--- src/rtl/average_sequencer.sv ---
`default_nettype none
// average_sequencer: accumulates N samples over valid/ready, divides the sum by N
// with a bit-serial restoring divider, and returns avg, remainder and pass flag.
module average_sequencer #(
  parameter  int W         = 4,
  parameter  int N         = 3,
  parameter  int THRESHOLD = 6,
  localparam int SW        = W + $clog2(N),
  localparam int RW        = $clog2(N),
  localparam int CW        = $clog2(N + 1)
) (
  input  logic          clk,
  input  logic          rst_n,
  input  logic          clear,
  input  logic          in_valid,
  output logic          in_ready,
  input  logic [W-1:0]  in_data,
  output logic          out_valid,
  input  logic          out_ready,
  output logic [W-1:0]  avg,
  output logic [RW-1:0] rem,
  output logic          pass,
  output logic          busy,
  output logic [CW-1:0] sample_cnt
);

  localparam logic [1:0] S_COLLECT = 2'd0;
  localparam logic [1:0] S_DIVIDE  = 2'd1;
  localparam logic [1:0] S_DONE    = 2'd2;

  // One extra bit so the shifted partial remainder (< 2N) can be compared to N.
  localparam int          PW    = RW + 1;
  localparam int          IW    = $clog2(SW + 1);
  localparam logic [PW-1:0] C_N = PW'(N);
  localparam int unsigned C_THR = THRESHOLD;

  logic [1:0]    state_q, state_d;
  logic [SW-1:0] sum_q, sum_d;
  logic [CW-1:0] cnt_q, cnt_d;
  logic [SW-1:0] div_q, div_d;
  logic [RW-1:0] prem_q, prem_d;
  logic [IW-1:0] iter_q, iter_d;
  logic [W-1:0]  avg_q, avg_d;
  logic [RW-1:0] rem_q, rem_d;
  logic          pass_q, pass_d;

  logic [PW-1:0] trial;
  logic          qbit;
  logic [RW-1:0] step_rem;
  logic [SW-1:0] step_quot;
  logic [SW-1:0] sum_add;

  always_ff @(posedge clk) begin
    if (!rst_n) begin
      state_q <= S_COLLECT;
      sum_q   <= '0;
      cnt_q   <= '0;
      div_q   <= '0;
      prem_q  <= '0;
      iter_q  <= '0;
      avg_q   <= '0;
      rem_q   <= '0;
      pass_q  <= 1'b0;
    end else begin
      state_q <= state_d;
      sum_q   <= sum_d;
      cnt_q   <= cnt_d;
      div_q   <= div_d;
      prem_q  <= prem_d;
      iter_q  <= iter_d;
      avg_q   <= avg_d;
      rem_q   <= rem_d;
      pass_q  <= pass_d;
    end
  end

  always_comb begin
    // The dividend register doubles as the quotient register: quotient bits
    // shift in at the LSB as dividend bits leave at the MSB.
    trial     = {prem_q, div_q[SW-1]};
    qbit      = (trial >= C_N);
    step_rem  = qbit ? RW'(trial - C_N) : trial[RW-1:0];
    step_quot = {div_q[SW-2:0], qbit};
    sum_add   = sum_q + SW'(in_data);

    state_d = state_q;
    sum_d   = sum_q;
    cnt_d   = cnt_q;
    div_d   = div_q;
    prem_d  = prem_q;
    iter_d  = iter_q;
    avg_d   = avg_q;
    rem_d   = rem_q;
    pass_d  = pass_q;

    case (state_q)
      S_COLLECT: begin
        if (in_valid) begin
          sum_d = sum_add;
          cnt_d = cnt_q + CW'(1);
          if (cnt_q == CW'(N - 1)) begin
            state_d = S_DIVIDE;
            div_d   = sum_add;
            prem_d  = '0;
            iter_d  = IW'(SW);
          end
        end
      end
      S_DIVIDE: begin
        div_d  = step_quot;
        prem_d = step_rem;
        iter_d = iter_q - IW'(1);
        if (iter_q == IW'(1)) begin
          state_d = S_DONE;
          avg_d   = step_quot[W-1:0];
          rem_d   = step_rem;
          pass_d  = (32'(step_quot[W-1:0]) >= C_THR);
        end
      end
      S_DONE: begin
        if (out_ready) begin
          state_d = S_COLLECT;
          sum_d   = '0;
          cnt_d   = '0;
        end
      end
      default: begin
        state_d = S_COLLECT;
        sum_d   = '0;
        cnt_d   = '0;
      end
    endcase

    if (clear) begin
      state_d = S_COLLECT;
      sum_d   = '0;
      cnt_d   = '0;
    end
  end

  always_comb begin
    in_ready   = (state_q == S_COLLECT);
    out_valid  = (state_q == S_DONE);
    busy       = (state_q == S_DIVIDE) || (state_q == S_DONE);
    avg        = avg_q;
    rem        = rem_q;
    pass       = pass_q;
    sample_cnt = cnt_q;
  end

endmodule
`default_nettype wire

--- config.mk ---
export PLATFORM = sky130hd
export DESIGN_NAME = average_sequencer
export DESIGN_NICKNAME = d
export VERILOG_FILES = /design/src/rtl/average_sequencer.sv
export SDC_FILE = /design/constraint.sdc
export NUM_CORES = 1
export LEC_CHECK = 0
export CAP_MARGIN = 20
export CORE_ASPECT_RATIO = 1.75
export CORE_UTILIZATION = 57
export DETAILED_ROUTE_END_ITERATION = 10
export MAX_ROUTING_LAYER = met4
export PLACE_DENSITY = 0.83
export REMOVE_ABC_BUFFERS = 1
export SYNTH_ARGS = -nofsm -noshare
export SYNTH_HDL_FRONTEND = slang
export SYNTH_SLANG_ARGS = --single-unit
--- constraint.sdc ---
create_clock -name clk -period 2.96 [get_ports clk]
set_clock_uncertainty 0.15 [all_clocks]
set_input_delay 0.592 -clock clk [delete_from_list [all_inputs] [get_ports clk]]
set_output_delay 0.592 -clock clk [all_outputs]
set_load 0.05 [all_outputs]
Word-level counts from Yosys, hierarchy flattened

Index checks and enable logic that the tools add are counted.

Bits in registers: 28
Bits in latches: 0
Bits in writable memories: 0
Memory bits (read-only): 0
Bits of input ports: 9
Output and inout bits: 12
Word-level logic and storage cells: 53
Memories: 0

$add $sub $neg: 4
$mul: 0
Divide/modulo/power cells: 0
Magnitude comparators: 2
Equal/unequal tests: 8
Shifts and indexed selects: 0
Muxes and demuxes: 20
Bitwise gates (word level): 2
Reduce and logical (&&, ||, !) cells: 8

Operators by type and width:

| cell                                                                   | count |
|---|---|
| 6-bit 2-to-1 mux                                                       | 4 |
| 6-bit one-hot mux with 3 select lines                                  | 1 |
| 2-bit 2-to-1 mux                                                       | 8 |
| 2-bit one-hot mux with 3 select lines                                  | 2 |
| 6-bit one-hot mux with 2 select lines                                  | 1 |
| 6-bit by 4-bit adder with 6-bit output                                 | 1 |
| 3-bit 2-to-1 mux                                                       | 2 |
| 3-bit one-hot mux with 2 select lines                                  | 1 |
| 3-bit AND reduction                                                    | 2 |
| 2-bit == test (second input constant)                                  | 2 |
| 4-bit by 3-bit >= comparator with 1-bit output (second input constant) | 1 |
| 2-bit by 1-bit != test with 1-bit output (second input constant)       | 2 |
| 2-bit != test (second input constant)                                  | 2 |
| 2-bit one-hot mux with 2 select lines                                  | 1 |
| 4-bit AND reduction                                                    | 1 |
| 3-bit by 1-bit == test with 1-bit output (second input constant)       | 1 |
| 3-bit by 2-bit >= comparator with 1-bit output (second input constant) | 1 |
| 3-bit by 1-bit subtractor with 3-bit output (second input constant)    | 1 |
| 2-bit by 1-bit adder with 2-bit output (second input constant)         | 1 |
| 2-bit by 1-bit == test with 1-bit output (second input constant)       | 1 |
| 2-bit logical NOT                                                      | 1 |
| 1-bit NOT                                                              | 2 |
| 2-bit AND reduction                                                    | 1 |
| 2-bit nonzero test                                                     | 1 |
| 3 further kinds                                                        | 3 |

Logic depth before layout (Yosys ltp)

Depth in word-level cells: 4
Depth in mapped cells: 7

Least setup slack after synthesis

No wires, ideal clock.

Path type: reg2reg
Start: register state_q[0]
End: register sum_q[4]
Arrival: 2.087 ns
Required time: 2.736 ns
Slack: 0.649 ns
Cell stages (with the launch flop): 8
Buffers on the path: 1
Path through: dfxtp_1 -> inv_1 -> ha_1 -> nor2b_1 -> or3_1 -> buf_2 -> or4b_1 -> a31oi_1

Longest elaborated chain between the ends: 3
Elaborated cells on any way between the ends: 8
Those cells by class: eq/ne (4); mux (1); bitwise (1); reduce/logical (2)

RTL lines:

| what                          | RTL line | text |
|---|---|---|
| from (decl)                   | 37       | `logic [1:0] state_q, state_d;` |
| from (signal assigned)        | 65       | `state_q <= state_d;` |
| 2-bit logical NOT (*)         | n/a      |  |
| via in_ready                  | 16       | `output logic in_ready,` |
| 2-bit != test (no line)       | n/a      |  |
| 3-bit AND reduction (no line) | n/a      |  |
| to (signal assigned)          | 66       | `sum_q <= sum_d;` |
| to (decl)                     | 38       | `logic [SW-1:0] sum_q, sum_d;` |

Mark *: on every way through the listed nets, which the timed path passes. The rest lies on a longest branch.
A chain may end at the register's enable or synchronous reset.

Worst setup path after layout

Start: register state_q[0]
End: output busy

Longest elaborated chain between the ends: 2
Elaborated cells on any way between the ends: 3
Those cells by class: eq/ne (2); reduce/logical (1)

RTL lines:

| what                                                                             | RTL line | text |
|---|---|---|
| 2-bit by 1-bit == test with 1-bit output / 2-bit == test (equally long branches) | 144      | `busy = (state_q == S_DIVIDE) \|\| (state_q == S_DONE);` |
| 1-bit logical OR (*)                                                             | 144      |  |
| to (decl)                                                                        | 23       | `output logic busy,` |

Mark *: on every way between the ends. The rest lies on a longest branch, timed or not.

==> results.toml <==
[floorplanning]
row_count = 23
die_x_um = 39.8
io_pins = 21
core_mm2 = 0.00233
die_h_um = 68.1
die-area_mm2 = 0.00271
start_util_pct = 61.0

[logic_synthesis]
synth_top_area_share_pct = 39.4
yosysTopAreaCell = "dfxtp_1"
synthesis.area_mm2 = 0.00142
ys_top_cells_by_area = "dfxtp_1 39%, ha_1 11%, mux2i_1 6.3%"
avgSynthCellArea_um2 = 9.23
synth_cells = 154
ys_types = 40
yosysSeqAreaShare_pct = 39.4
yosys_warnings = 0
ys_ff_latch = 28

[cells_and_area]
nNetsFinal = 200
n_antenna_cell = 0
fill_cells = 186
syn_to_final_growth_pct = 19.9
layout-drive-gt1-share_pct = 4.55
instances_no_fill = 201

[power]
p_per_area_mw_per_mm2 = 382
cellLeakagePower_nw = 0.683
combPwrFrac_pct = 10.0
power_switching_w = 0.000149
p_sw_share_pct = 22.9
seq_power_share_pct = 59.0
p_int_w = 0.000502
clkPwrFrac_pct = 30.9
ir_worst_vdd_mv = 0.306

[grt]
grt_start_max_net_pins = 18
first_global_vias = 1180
overflow = 0
use_met2_pct = 52.3
grt_pass1_wl_um = 5010
busiest_layer = "met2"
met1_usage_pct = 25.2
antenna_found_initial = 0
gr-usage-met3_pct = 2.60
grt_usage_pct = 27.3

[route]
num_vias = 1212
wl_per_cell_um = 15.8
viasPerCell = 6.03
wl_um = 3180
dr.pass1.iters = 4
ant_nets = 0
drc = 0
drtIter0Drc = 45

[critical_path]
critPathKind = "reg -> out"
cp-startpoint = "state_q[0]"
start_kind = "register"
crit_required_ps = 2220
reg2regPathDepth = 6
worstPathMaxFanout = 4
cp_data_arrival_time_ps = 1860
r2r_slack_ps = 660
r2r_start = "state_q[0]"
rr_endpoint = "div_q[4]"
worst_setup_path_end_kind = "output port"

[clocking]
cts_tree = "yes"
postCtsSetupBuffers = 0
htreeDepth = 1
cts_resized = 0
cts_buffers = 3
cts_sinks = 28
ctsHoldBuffers = 0
insertion_delay_ps = 270
cts_buffer_depth = 2
clockRootBuffer = "clkbuf_8"
cts.clk_slew.worst_paths_ps = 90

[min_path]
min_path_type = "reg -> reg"
hold_path_startpoint = "sum_q[2]"
holdPathStages = 2
min_to = "sum_q[2]"

[run]
maxCapViolCount = 0

[place]
buffer_ports.inserted = 20
preCtsSetupSlack_ps = 354
dp_cells = 198
post-dp-hpwl_um = 2410
place_congestion = 0.867

[timing]
rsz0062_at_grt = "no"
hold_viol_final = 0
worst_pin_slew_ps = 885
timing.slew.headroom_pct = 40.9
post-route-period-util_pct = 88.0
max_freq_ghz = 0.384
finalMaxSlewViolations = 0
finalSetupViolCount = 0
period_needed_ps = 2610
setup_tns_ps = 0
worst_slack_ps = 355

[status]
status = "completed"
power by group through the flow:
stage,clock network [W],registers [W],logic (W)
floorplan,0,0.000395,0.0000335
global placement,0,0.000392,0.0000616
detailed placement,0,0.000393,0.0000646
CTS,0.000204,0.000384,0.0000652
global route,0.000214,0.000385,0.0000711
finish,0.000201,0.000384,0.0000653
worst max path at each step:
stage | endpoint | slack [ps]
after floorplan | sum_q[4] | 560
after global placement | sum_q[4] | 440
after detailed placement | div_q[4] | 350
after CTS | busy | 360
after global routing | busy | 310
final | busy | 350
registers in the layout (all words and copies together) (netlist names):
signal,flops
avg,4
div_q,6
iter_q,3
pass,1
prem_q,2
rem,2
sample_cnt,2
state_q,2
sum_q,6
cell type report:
type | count | area (µm²) | area share [%]
flip-flops and latches | 28 | 561 | 32.9
inverters | 8 | 30.0 | 1.76
well taps | 25 | 31.3 | 1.84
multi-input cells | 113 | 811 | 47.6
clock buffers | 3 | 41.3 | 2.42
repair buffers | 24 | 230 | 13.5
per-layer routing:
metal  up-vias  wire, µm  part of all wire [%]
met4         0        72                   2.3
met3         9        87                   2.7
met1       577      1180                    37
met5         -         0                     0
met2        27      1840                    58
li1        599         -                     -
synthesized netlist by cell type:
master	n
mux2i_1	9
dfxtp_1	28
or4b_1	1
fa_1	1
o21bai_1	1
a21oi_1	14
clkbuf_1	3
nor2_1	14
o221a_1	1
xnor2_1	2
ha_1	12
or2_1	1
o2bb2ai_1	3
a211o_1	1
a211oi_1	2
nor2b_1	3
a22o_1	1
a32oi_1	1
o311a_1	1
xor2_1	2
nand2_1	9
o21a_1	1
a21boi_1	1
and3_1	4
buf_2	1
nand3_1	7
a221oi_1	1
nand4b_1	1
a2bb2oi_1	1
a31oi_1	1
inv_1	7
inv_2	1
a22oi_1	6
nand3b_1	1
nor3_1	2
or3_1	2
a32o_1	1
a21o_1	3
buf_1	1
nand2b_1	2
logic make-up after synthesis:
logic type	after synthesis	synth area share (%)
multiplexers	9	6.34
buffers and inverters	13	3.52
AND/OR/NAND/NOR	47	16.4
flip-flops	28	39.4
XOR/XNOR	4	2.47
adder cells (fa/ha/maj)	13	12.0
AO/OA/AOI/OAI	40	19.9
critical path: stages (launching register included):
cell             delay (ps)
dfxtp_1                 410
inv_1                    90
ha_1                    290
clkdlybuf4s50_1         810
cells in the final DEF, fill, tap and decap left out, drive strengths merged, types with 3 or more instances in the layout:
cell type	count
mux2i	9
nand2	9
inv	8
nor2b	3
a21oi	14
a21o	3
buf	4
o2bb2ai	3
a22oi	6
nor2	14
clkdlybuf4s50	20
nand3	7
ha	12
clkbuf	3
dfxtp	28
and3	4
per-stage QoR:
step	power (W)	hold slack, ps	utilization (%)	cell area [µm²]
final	0.000650	320	73.1	1700
after global routing	0.000670	363	73.1	1700
after CTS	0.000653	320	73.1	1700
after detailed placement	0.000457	308	71.3	1660
after global placement	0.000454	297	71.3	1660
after floorplan	0.000428	290	-	1400
Note: power is estimated with default switching activity, not from simulation.
